### config.mk
export PLATFORM = sky130hd
export DESIGN_NAME = uart_byte_rx
export DESIGN_NICKNAME = d
export VERILOG_FILES = /design/src/rtl/uart_defs_pkg.sv /design/src/rtl/sync_bit.sv /design/src/rtl/uart_byte_rx.sv
export SDC_FILE = /design/constraint.sdc
export NUM_CORES = 1
export LEC_CHECK = 0
export BUFFER_PORTS_ARGS = -buffer_cell sky130_fd_sc_hd__buf_2
export CAP_MARGIN = 20
export CORE_MARGIN = 1.5
export CORE_UTILIZATION = 44
export DETAILED_ROUTE_END_ITERATION = 16
export REMOVE_ABC_BUFFERS = 1
export SLEW_MARGIN = 10
export SYNTH_ARGS = -nofsm -noshare
export SYNTH_HDL_FRONTEND = slang
export SYNTH_SLANG_ARGS = --single-unit
### constraint.sdc
create_clock -name clk_in -period 4.7 [get_ports clk_in]
set_input_delay 0.47 -clock clk_in [delete_from_list [all_inputs] [get_ports clk_in]]
set_output_delay 0.47 -clock clk_in [all_outputs]
set_load 0.02 [all_outputs]
### src/rtl/uart_defs_pkg.sv
// ----------------------------------------------------------------------------
// uart_defs : definitions shared by the UART byte receiver and transmitter.
//
// Contents
//   DATA_BITS             data bits per frame (8N1 framing)
//   DEFAULT_CLKS_PER_BIT  clk cycles per bit (50 MHz / 115200 baud)
//   uart_state_t          one-hot frame FSM encoding
//                         (ST_IDLE, ST_START, ST_DATA, ST_PARITY, ST_STOP)
//   parity_mismatch()     even-parity check of a data byte plus its parity bit
// ----------------------------------------------------------------------------
package uart_defs;

  localparam int DATA_BITS            = 8;
  localparam int DEFAULT_CLKS_PER_BIT = 434;

  // One-hot so that any encoding with zero or several bits set is illegal and
  // falls into the FSM default branch.
  typedef enum logic [4:0] {
    ST_IDLE   = 5'b00001,
    ST_START  = 5'b00010,
    ST_DATA   = 5'b00100,
    ST_PARITY = 5'b01000,
    ST_STOP   = 5'b10000
  } uart_state_t;

  // Even parity: the data bits and the parity bit together hold an even
  // number of ones, so a non-zero XOR reduction means the parity is wrong.
  function automatic logic parity_mismatch(input logic [DATA_BITS-1:0] data,
                                           input logic                 par);
    return ^{data, par};
  endfunction

endpackage

### src/rtl/sync_bit.sv
// ----------------------------------------------------------------------------
// sync_bit : multi-flop synchronizer for a single asynchronous input bit.
//
// Parameters
//   SYNC_STAGES  number of flops in the chain (>= 2)
//
// Ports
//   clk_in    input   destination clock
//   rst_n_in  input   asynchronous, active-low reset; every flop resets to 1
//                     (the idle level of a UART line)
//   d         input   asynchronous input bit
//   q         output  synchronized bit, SYNC_STAGES cycles behind d
// ----------------------------------------------------------------------------
module sync_bit #(
  parameter int SYNC_STAGES = 2
) (
  input  logic clk_in,
  input  logic rst_n_in,
  input  logic d,
  output logic q
);

  logic [SYNC_STAGES-1:0] chain;

  always_ff @(posedge clk_in or negedge rst_n_in) begin
    if (!rst_n_in) begin
      chain <= '1;
    end else begin
      chain <= {chain[SYNC_STAGES-2:0], d};
    end
  end

  assign q = chain[SYNC_STAGES-1];

endmodule

### src/rtl/uart_byte_rx.sv
// ----------------------------------------------------------------------------
// uart_byte_rx : asynchronous serial byte receiver (8N1, LSB first).
//
// The rx line is synchronized, a falling edge starts a frame, the start bit is
// re-checked at its mid-point and every following bit is sampled one full bit
// period later, i.e. also at its mid-point. The FSM returns to IDLE at the
// middle of the stop bit, so frames may follow each other with a single stop
// bit.
//
// Build option
//   UART_RX_PARITY_EN  when defined, an even-parity bit is expected between
//                      the data bits and the stop bit, and parity_err_out is
//                      added to the port list.
//
// Parameters
//   CLKS_PER_BIT  clk_in cycles per serial bit (>= 4)
//   SYNC_STAGES   synchronizer depth on rx_in (>= 2)
//
// Ports
//   clk_in          input   system clock
//   rst_n_in        input   asynchronous, active-low reset
//   rx_in           input   raw serial line, idle high, asynchronous
//   data_out        output  last good byte, held until the next good byte
//   valid_out       output  one-cycle pulse when data_out is updated
//   frame_err_out   output  one-cycle pulse when the stop bit samples 0
//   parity_err_out  output  (UART_RX_PARITY_EN only) one-cycle pulse instead
//                           of valid_out when the parity is wrong
//   busy_out        output  high while a frame is being received
// ----------------------------------------------------------------------------
module uart_byte_rx
  import uart_defs::*;
#(
  parameter int CLKS_PER_BIT = DEFAULT_CLKS_PER_BIT,
  parameter int SYNC_STAGES  = 2
) (
  input  logic                 clk_in,
  input  logic                 rst_n_in,
  input  logic                 rx_in,
  output logic [DATA_BITS-1:0] data_out,
  output logic                 valid_out,
  output logic                 frame_err_out,
`ifdef UART_RX_PARITY_EN
  output logic                 parity_err_out,
`endif
  output logic                 busy_out
);

  localparam int CW = $clog2(CLKS_PER_BIT);
  localparam int IW = $clog2(DATA_BITS);

  localparam logic [CW-1:0] CNT_HALF = CW'(CLKS_PER_BIT / 2 - 1);
  localparam logic [CW-1:0] CNT_FULL = CW'(CLKS_PER_BIT - 1);
  localparam logic [IW-1:0] IDX_LAST = IW'(DATA_BITS - 1);

  uart_state_t          state;
  logic [CW-1:0]        cnt;
  logic [IW-1:0]        bit_idx;
  logic [DATA_BITS-1:0] shift_reg;
  logic                 rx_s;
  logic                 rx_prev;
  logic [SYNC_STAGES:0] primed;
  logic                 start_edge;
  logic                 data_tick;
`ifdef UART_RX_PARITY_EN
  logic                 parity_bit;
  logic                 parity_tick;
`endif

  sync_bit #(
    .SYNC_STAGES (SYNC_STAGES)
  ) u_sync (
    .clk_in   (clk_in),
    .rst_n_in (rst_n_in),
    .d        (rx_in),
    .q        (rx_s)
  );

  // The synchronizer comes out of reset holding 1s, so for the first
  // SYNC_STAGES+1 cycles rx_prev may still be showing that reset value rather
  // than a real line sample. Edge detection is held off until then, which
  // keeps a line that is already low at reset release from looking like a
  // start bit.
  assign start_edge = primed[SYNC_STAGES] & rx_prev & ~rx_s;

  assign data_tick = (state == ST_DATA) && (cnt == CNT_FULL);

  // Data-path capture: right shift so the first (LSB) bit ends in bit 0.
  always_ff @(posedge clk_in) begin
    if (data_tick) begin
      shift_reg <= {rx_s, shift_reg[DATA_BITS-1:1]};
    end
  end

`ifdef UART_RX_PARITY_EN
  assign parity_tick = (state == ST_PARITY) && (cnt == CNT_FULL);

  always_ff @(posedge clk_in) begin
    if (parity_tick) begin
      parity_bit <= rx_s;
    end
  end
`endif

  // Frame FSM, baud counter and registered outputs.
  always_ff @(posedge clk_in or negedge rst_n_in) begin
    if (!rst_n_in) begin
      state          <= ST_IDLE;
      cnt            <= '0;
      bit_idx        <= '0;
      data_out       <= '0;
      valid_out      <= 1'b0;
      frame_err_out  <= 1'b0;
`ifdef UART_RX_PARITY_EN
      parity_err_out <= 1'b0;
`endif
      busy_out       <= 1'b0;
      rx_prev        <= 1'b1;
      primed         <= '0;
    end else begin
      valid_out      <= 1'b0;
      frame_err_out  <= 1'b0;
`ifdef UART_RX_PARITY_EN
      parity_err_out <= 1'b0;
`endif
      rx_prev        <= rx_s;
      primed         <= {primed[SYNC_STAGES-1:0], 1'b1};

      case (state)
        ST_IDLE: begin
          cnt <= '0;
          if (start_edge) begin
            state    <= ST_START;
            busy_out <= 1'b1;
          end
        end

        // Mid-point of the start bit: a line that is high again was a glitch.
        ST_START: begin
          if (cnt == CNT_HALF) begin
            cnt <= '0;
            if (!rx_s) begin
              state   <= ST_DATA;
              bit_idx <= '0;
            end else begin
              state    <= ST_IDLE;
              busy_out <= 1'b0;
            end
          end else begin
            cnt <= cnt + CW'(1);
          end
        end

        ST_DATA: begin
          if (cnt == CNT_FULL) begin
            cnt     <= '0;
            bit_idx <= bit_idx + IW'(1);
            if (bit_idx == IDX_LAST) begin
`ifdef UART_RX_PARITY_EN
              state <= ST_PARITY;
`else
              state <= ST_STOP;
`endif
            end
          end else begin
            cnt <= cnt + CW'(1);
          end
        end

`ifdef UART_RX_PARITY_EN
        ST_PARITY: begin
          if (cnt == CNT_FULL) begin
            cnt   <= '0;
            state <= ST_STOP;
          end else begin
            cnt <= cnt + CW'(1);
          end
        end
`endif

        // Mid-point of the stop bit: deliver the byte or flag the error and
        // go straight back to IDLE so the next start edge is not missed.
        ST_STOP: begin
          if (cnt == CNT_FULL) begin
            cnt      <= '0;
            state    <= ST_IDLE;
            busy_out <= 1'b0;
            if (!rx_s) begin
              frame_err_out <= 1'b1;
`ifdef UART_RX_PARITY_EN
            end else if (parity_mismatch(shift_reg, parity_bit)) begin
              parity_err_out <= 1'b1;
`endif
            end else begin
              data_out  <= shift_reg;
              valid_out <= 1'b1;
            end
          end else begin
            cnt <= cnt + CW'(1);
          end
        end

        default: begin
          state    <= ST_IDLE;
          cnt      <= '0;
          busy_out <= 1'b0;
        end
      endcase
    end
  end

endmodule

==> results of run 1 <==
-- stage by stage --
stage,cells,instance area (um2),utilization [%],power [mW]
after floorplan,124,1710,-,0.530
after global placement,185,1840,49.4,0.570
after detailed placement,185,1840,49.4,0.569
after CTS,193,1920,51.7,0.791
after global routing,193,1920,51.7,0.832
final,193,1920,51.7,0.778
-- Yosys cell counts (3+ instances only) --
cell	instances
dfstp_2	4
nor2_1	15
ha_1	5
mux2_2	10
nand2_1	7
xnor2_1	6
edfxtp_1	8
nand3_1	3
nor2b_1	3
dfrtp_1	29
-- layer usage --
layer	wire length (um)	up-vias	track usage (%)	share of wire (%)
li1	-	478	-	-
met1	1310	475	21.1	49
met2	1180	14	23.6	45
met3	104	6	5.14	3.9
met4	51	0	6.25	1.9
met5	0	-	0	0
-- power breakdown --
group	internal [mW]	leakage, nW	switching (mW)
logic	0.0690	0.300	0.0733
registers	0.389	0.508	0.0304
clock network	0.102	0.0455	0.114
total	0.560	0.854	0.218
-- cell families after synthesis --
group                      Yosys count  synth area share (%)
muxes                               11                  7.44
DFF                                 41                  62.4
xor gates and xnor gates             8                  4.08
buffers and inverters                3                 0.729
AOI/OAI and AO/OA                   13                  6.64
other                                1                 0.219
adders and majority gates            5                  3.65
and+or+nand+nor                     43                  14.8
-- final timing paths --
check	from	to	slack (ps)	depth (start not counted)
worst max register to register	cnt[1]$_DFF_PN0_	shift_reg[7]$_DFFE_PP_	2650	5
max in group asynchronous	rst_n_in	state[2]$_DFFE_PN0P_	4000	1
worst min-delay path	rst_n_in	data_out[2]$_DFFE_PN0P_	230	1
worst min register to register	u_sync.chain[0]$_DFF_PN1_	u_sync.chain[1]$_DFF_PN1_	360	0
min in group clk_in	rx_in	u_sync.chain[0]$_DFF_PN1_	280	1
worst max-delay path	cnt[1]$_DFF_PN0_	shift_reg[7]$_DFFE_PP_	2650	5
-- cell type report --
type | count | area [um2]
clock buffer | 5 | 68.8
clock inverter | 3 | 17.5
fill | 332 | 1790
inverter | 2 | 7.51
multi-input combinational | 81 | 632
sequential | 41 | 1070
tap | 48 | 60.1
timing repair buffer | 13 | 65.1
==> metrics, run 1 <==
Pleak=0.854 nW; CTS tree=done; Max Freq=between 400 and 500 MHz; Worst EP arrival=between 1500 and 2000 ps; Wirelength per Cell=13.7 um; Cell Area, Synth=1720 um2; Initial Util=approximately 46%; Yosys top cell area share=about 42%; die height=65.4 um; Clock Latency Late Sink=290 ps; unrepaired setup endpoints after global routing=false; post-synthesis sequential area ratio=62.4%; pre-CTS WS=around 2600 ps; cts hold-fix bufs=0; Peak VDD IR=approximately 0.23 mV; Critical Path RT=4620 ps; H-tree Lvls=2; drt first-iter violations=23; number of global-route vias before repair=between 1k and 1.5k; antenna violations before repair=0; Clock Tree Root=clkbuf_8; setup TNS=0 ps; Max Cap Violations=0; residual DRC count=0; Ys Warns=0; IO Pins=14; max reg flops=9; setup bufs post-CTS=0; DIE AREA=about 4300 um2; Gate Count Post-Synth=between 100 and 150; GPL Wtd Cong=between 0.7 and 0.8; Final Skew=approximately 6.0 ps; min Tclk post-route=about 2100 ps; main area contributors after synthesis=dfrtp_1, edfxtp_1, mux2_2; CTS Buf Count=5; fin. max-slew vios=0; CP bufs+invs=1; Site Rows=22; commonest non-fill, non-tap cell in the layout=dfrtp_1; ant diodes=0; commonest cells after routing, fill and taps aside=dfrtp_1, nor2_1, buf_2; post-CTS sizing=0; largest net degree at the start of global routing=34; Total GRT Usage=15.7%; Hold/Removal Path Class=in2async; average size of a mapped cell=between 10 and 15 um2; final hold violations=0; Async SR Flop Fraction=between 80% and 90%; crit-path max cell delay=670 ps; number of flops mapped to enable cells by yosys=8; layout cell share with drive strength beyond 1=a little under a third; I/O Buffers=13; first-pass GRT wire length=approximately 5.0 mm; 1st-pass router iterations=4; Placeable Area=~3700 um2; Slowest cell on crit path=nor2_1; crit share post-route=43.7%; overall routed net length=around 2.6 mm; CTS max path bufs=2; most common flop cell mapped by yosys=dfrtp_1; hold_ws=about 230 ps; cell chain of the critical path=inv_1, ha_1, and4bb_2, nand2_1, nor2_1; DP HPWL=approximately 1.9 mm; area grow syn2layout=12.0%; final setup vio count=0; largest area contributor in the netlist=dfrtp_1; Clock Sinks=roughly 40; Setup Crit Path Kind=reg2reg; Worst Setup Slack, final=about 2600 ps; CP top delay family=simple AND/OR/NAND/NOR gates; routed vias=973; Worst Path Max Fanout=12; Worst Max-Slew Pin Slew=just over 800 ps; Synth cell types=39; relative slew slack=between 40% and 50%; NumNets Final=152; post-route ant nets=0; power per cell area=~400 nW/um2; Die W=approximately 65 um; total grt overflow=0; FF+latch count, synth=around 40; CP Launch Type=register; outcome=finished, final reports clean; vias per cell=~5.0; crit end category=register; Worst-path clk slew=roughly 70 ps
No activity file was read; power rests on OpenSTA's default activity.
==> inputs of run 2 (changes only) <==
==> constraint.sdc (replaced) <==
create_clock -name clk_in -period 1.8 [get_ports clk_in]
set_input_delay 0.18 -clock clk_in [delete_from_list [all_inputs] [get_ports clk_in]]
set_output_delay 0.18 -clock clk_in [all_outputs]
set_load 0.02 [all_outputs]
==> metrics, run 2 (synthesis results as in run 1) <==
Clock Tree Root=clkbuf_8; area grow syn2layout=29.2%; DP HPWL=between 2 and 2.5 mm; failing checks=negative setup slack; final setup vio count=3; first-pass GRT wire length=5.43 mm; CTS tree=done; CTS max path bufs=2; outcome=finished with violations; Pleak=approximately 1 nW; unrepaired setup endpoints after global routing=true; Worst-path clk slew=~80 ps; Clock Sinks=41; routed vias=~1.1k; vias per cell=about 5.0; layout cell share with drive strength beyond 1=~48%; Clock Latency Late Sink=300 ps; Hold/Removal Path Class=reg2reg; Die W=between 60 and 70 um; Worst Max-Slew Pin Slew=716 ps; WHS Path Cells=0; r2r worst-path depth=6; Post-Place Cells=205; Peak VDD IR=around 0.59 mV; die height=around 65 um; DIE AREA=~4300 um2; pre-CTS WS=-88.4 ps; max reg flops=9; final hold violations=0; 1st-pass router iterations=4; Max Cap Violations=0; Final Instance Area=approximately 2200 um2; fin. max-slew vios=0; I/O Buffers=13; H-tree Lvls=2; Total GRT Usage=17.5%; residual DRC count=0; largest net degree at the start of global routing=34; Wirelength per Cell=roughly 14 um; Site Rows=22; number of global-route vias before repair=~1.1k; total grt overflow=0; Worst EP arrival=a little over 2000 ps; GPL Wtd Cong=~0.86; ant diodes=0; cell area after placement=2000 um2; cell chain of the critical path=inv_2, ha_4, nand4b_1, o41a_1, or3_4, mux2_4; Max Freq=541 MHz; relative slew slack=between 50% and 60%; post-route ant nets=0; Critical Path RT=roughly 2000 ps; overall routed net length=~3.2 mm; power per cell area=1060 nW/um2; Final Skew=11.6 ps; drt first-iter violations=32; final core utilization=59.7%; commonest non-fill, non-tap cell in the layout=dfrtp_1; IO Pins=14; Placeable Area=between 3000 and 4000 um2; CP Launch Type=register; crit-path max cell delay=around 400 ps; crit share post-route=103%; Worst Path Max Fanout=3; Setup Crit Path Kind=reg2reg; CTS Buf Count=5; antenna violations before repair=0; NumNets Final=~180; min Tclk post-route=1850 ps; Design Power=2.34 mW; Worst Setup Slack, final=-48.2 ps; Slowest cell on crit path=dfrtp_1; Non-Filler Instances=roughly 220; crit end category=register; Initial Util=46.2%; commonest cells after routing, fill and taps aside=dfrtp_1, buf_4, nor2_1, buf_2, mux2_2
[run 2: changes by cell type in the layout (fill, tap and decap cells not counted), moves of 2 or more]
cell | before | now
dlygate4sd3_1 | 0 | 2
inv_1 | 2 | 0
buf_6 | 0 | 4
buf_4 | 0 | 19
inv_2 | 0 | 2
nor2_1 | 15 | 13
ha_4 | 0 | 2
ha_1 | 5 | 3
[run 2: repair_timing]
| action | 4_1_cts | 5_1_grt |
|---|---|---|
| resized for setup | 8 | 15 |
| hold endpoints to repair | 30 | 0 |
| hold buffers | 2 | 0 |
| pin swaps | 3 | 5 |
| buffers inserted | 3 | 0 |
| gates cloned | 1 | 0 |
| setup endpoints to repair | 13 | 31 |
[run 2: layout make-up]
cell class                 count  area [um2]
timing repair buffer          38         273
inverter                       2        7.51
clock buffer                   5        68.8
fill                         312        1500
multi-input combinational     81         716
clock inverter                 3        21.3
sequential                    41        1070
tap                           48        60.1
[run 2: path summary, 6_finish.rpt]
path | from | to | slack [ps]
min in group asynchronous | rst_n_in | data_out[3]$_DFFE_PN0P_ | 470
max in group asynchronous | rst_n_in | data_out[7]$_DFFE_PN0P_ | 870
worst min register to register | primed[0]$_DFF_PN0_ | primed[1]$_DFF_PN0_ | 360
worst min-delay path | primed[0]$_DFF_PN0_ | primed[1]$_DFF_PN0_ | 360
worst max register to register | cnt[0]$_DFF_PN0_ | bit_idx[0]$_DFFE_PN0P_ | -50
worst max-delay path | cnt[0]$_DFF_PN0_ | bit_idx[0]$_DFFE_PN0P_ | -50
[run 2: metal layers]
layer  part of all wire [%]  wire length, um  global-route usage, %
met1                     45             1410                   21.3
met2                     51             1620                   29.2
met4                    1.7               53                   8.59
met3                    2.3               74                   4.11
met5                      0                0                      0
[run 2: critical path, delay by kind of cell (launching register included)]
kind | cells | cell delay [ps]
compound gates | 1 | 390
fa+ha+maj | 1 | 120
buf+inv | 1 | 80
flops | 1 | 400
mux | 1 | 260
simple gates | 2 | 490
[run 2: metrics by stage]
step,TNS [ps],hold WS (ps)
final,-109,356
after global routing,-842,363
after CTS,-891,359
after detailed placement,-223,280
after global placement,-30.3,274
after floorplan,-520,-116
[run 2: report_power, final]
part | internal, mW | switching (mW) | total (mW) | leakage, nW
clock | 0.275 | 0.327 | 0.602 | 0.0445
sequential | 1.01 | 0.0337 | 1.05 | 0.508
combinational | 0.376 | 0.314 | 0.690 | 0.445
total | 1.66 | 0.674 | 2.34 | 0.998
==> inputs of run 3 (changes only) <==
--- a/config.mk
+++ b/config.mk
@@ -9,9 +9,11 @@
 export CAP_MARGIN = 20
 export CORE_MARGIN = 1.5
 export CORE_UTILIZATION = 44
+export CTS_CLUSTER_DIAMETER = 50
 export DETAILED_ROUTE_END_ITERATION = 16
 export REMOVE_ABC_BUFFERS = 1
 export SLEW_MARGIN = 10
 export SYNTH_ARGS = -nofsm -noshare
 export SYNTH_HDL_FRONTEND = slang
+export SYNTH_HIERARCHICAL = 1
 export SYNTH_SLANG_ARGS = --single-unit
==> metrics, run 3 <==
Worst Max-Slew Pin Slew=740 ps; power per cell area=~900 nW/um2; outcome=finished, final reports clean; ant diodes=0; fin. max-slew vios=0; Worst EP arrival=1950 ps; final setup vio count=0; hold_ws=352 ps; Post-Place Cells=192; number of flops mapped to enable cells by yosys=8; routed vias=around 1.0k; Max Freq=between 500 and 600 MHz; Clock Latency Late Sink=a little under 300 ps; antenna violations before repair=0; residual DRC count=0; CTS max path bufs=2; post-route ant nets=0; hold path start=primed[1]$_DFF_PN0_; post-synthesis sequential area ratio=roughly three fifths; r2r worst-path depth=4; WHS Path Cells=0; drt first-iter violations=40; Max Cap Violations=0; unrepaired setup endpoints after global routing=true; number of global-route vias before repair=between 1k and 1.5k; flop-to-flop setup slack=20 ps; Pleak=about 0.91 nW; Peak VDD IR=around 0.4 mV; Total GRT Usage=16.3%; Initial Util=a little under half; vias per cell=slightly above 5; crit end category=register; Site Rows=22; I/O Buffers=13; FF+latch count, synth=slightly above 40; most common flop cell mapped by yosys=dfrtp_1; Cell Area, Synth=1740 um2; CP Launch Type=register; relative slew slack=around half; largest net degree at the start of global routing=34; Non-Filler Instances=around 200; IO Pins=14; overall routed net length=2.79 mm; commonest non-fill, non-tap cell in the layout=dfrtp_1; Worst-path clk slew=approximately 70 ps; Critical Path RT=between 1500 and 2000 ps; CTS tree=done; 1st-pass router iterations=4; DP HPWL=about 1.9 mm; Die W=approximately 66 um; CTS Buf Count=5; total grt overflow=0; Clock Tree Root=clkbuf_8; RR Startpoint=state[4]$_DFFE_PN0P_; Setup Crit Path Kind=reg2reg; Hold/Removal Path Class=reg2reg; main area contributors after synthesis=dfrtp_1, edfxtp_1, dfstp_2; largest area contributor in the netlist=dfrtp_1; final hold violations=0; Design Power=1.82 mW; die height=~66 um; crit share post-route=a little over nine tenths; Async SR Flop Fraction=between 80 and 90%; GPL Wtd Cong=~0.81; most frequent cells after synthesis=dfrtp_1, nor2_1, mux2_2, edfxtp_1, xnor2_1; Yosys top cell area share=a little over two fifths; Final Skew=approximately 4.3 ps; met1 usage=roughly 19%; top-count cell post-synth=dfrtp_1; Ys Warns=6; DIE AREA=between 4000 and 5000 um2; Worst Path Max Fanout=8; GR met3 Demand/Resource=4.09%; Placeable Area=approximately 3700 um2; Wirelength per Cell=between 10 and 15 um; min Tclk post-route=approximately 1800 ps; setup bufs post-CTS=0; M2 GR Usage=26.1%; Clock Sinks=between 40 and 50; H-tree Lvls=2; layout cell share with drive strength beyond 1=~33%; NumNets Final=between 150 and 200; max reg flops=9; hold path endpoint=primed[2]$_DFF_PN0_; Gate Count Post-Synth=roughly 130; first-pass GRT wire length=5.08 mm; busiest layer in global routing=met2; Synth cell types=39; Reg2Reg Capture Point=state[2]$_DFFE_PN0P_; commonest cells after routing, fill and taps aside=dfrtp_1, buf_2, nor2_1; area grow syn2layout=16.4%; average size of a mapped cell=~14 um2
run 3: how the worst max path moves through the flow:
| stage | startpoint | to | slack (ps) | depth (start not counted) |
|---|---|---|---|---|
| after global placement | state[2]$_DFFE_PN0P_ | state[2]$_DFFE_PN0P_ | 2 | 4 |
| final | state[4]$_DFFE_PN0P_ | state[2]$_DFFE_PN0P_ | 20 | 4 |
| after floorplan | state[1]$_DFFE_PN0P_ | bit_idx[0]$_DFFE_PN0P_ | -60 | 4 |
| after CTS | cnt[1]$_DFF_PN0_ | state[2]$_DFFE_PN0P_ | 0.4 | 6 |
| after detailed placement | cnt[1]$_DFF_PN0_ | state[2]$_DFFE_PN0P_ | -40 | 6 |
| after global routing | cnt[0]$_DFF_PN0_ | state[2]$_DFFE_PN0P_ | -80 | 6 |
run 3: metrics by stage:
stage	cell area [um2]	TNS, ps	util, %	setup slack [ps]
final	2020	0	54.4	24.3
after global routing	2020	-105	54.4	-81.9
after CTS	2020	0	54.2	0.379
after detailed placement	1900	-41.7	51.2	-41.7
after global placement	1900	0	51.2	1.82
after floorplan	1710	-62.9	-	-62.9
run 3: what timing repair did:
action,in CTS,in global routing
hold buffers,2,0
endpoints found under the hold margin,30,0
gates resized for setup,2,3
setup endpoints to repair,9,15
run 3: area by class of cell:
cell class | instances | area [um2]
well taps | 48 | 60.1
repair buffers | 24 | 153
multi-input cells | 77 | 639
flip-flops and latches | 41 | 1070
fillers | 318 | 1700
clock buffers | 5 | 68.8
clock inverters | 3 | 12.5
inverters | 4 | 15.0
run 3: power breakdown:
group	total [mW]	switching [mW]	internal, mW
sequential	1.03	0.0370	0.989
combinational	0.232	0.109	0.123
clock	0.564	0.303	0.261
total	1.82	0.449	1.37
run 3: per-layer routing:
metal / wire (um) / share of wire (%)
met3: 112 / 4.0
met4: 84 / 3.0
met5: 0 / 0
met1: 1220 / 44
met2: 1370 / 49
run 3: kinds of logic after synthesis:
family,after synthesis,share of synthesized area (%)
xor gates and xnor gates,9,4.54
AOI/OAI and AO/OA,10,5.33
buffers and inverters,7,2.45
and+or+nand+nor,42,15.5
DFF,41,61.7
adders and majority gates,5,3.60
muxes,10,6.70
other,1,0.216
run 3: critical path, stage by stage, from the launching register on:
cell and delay [ps]:
dfrtp_1 470, or4b_4 530, or2_0 220, o2111a_1 150
mux2_4 290
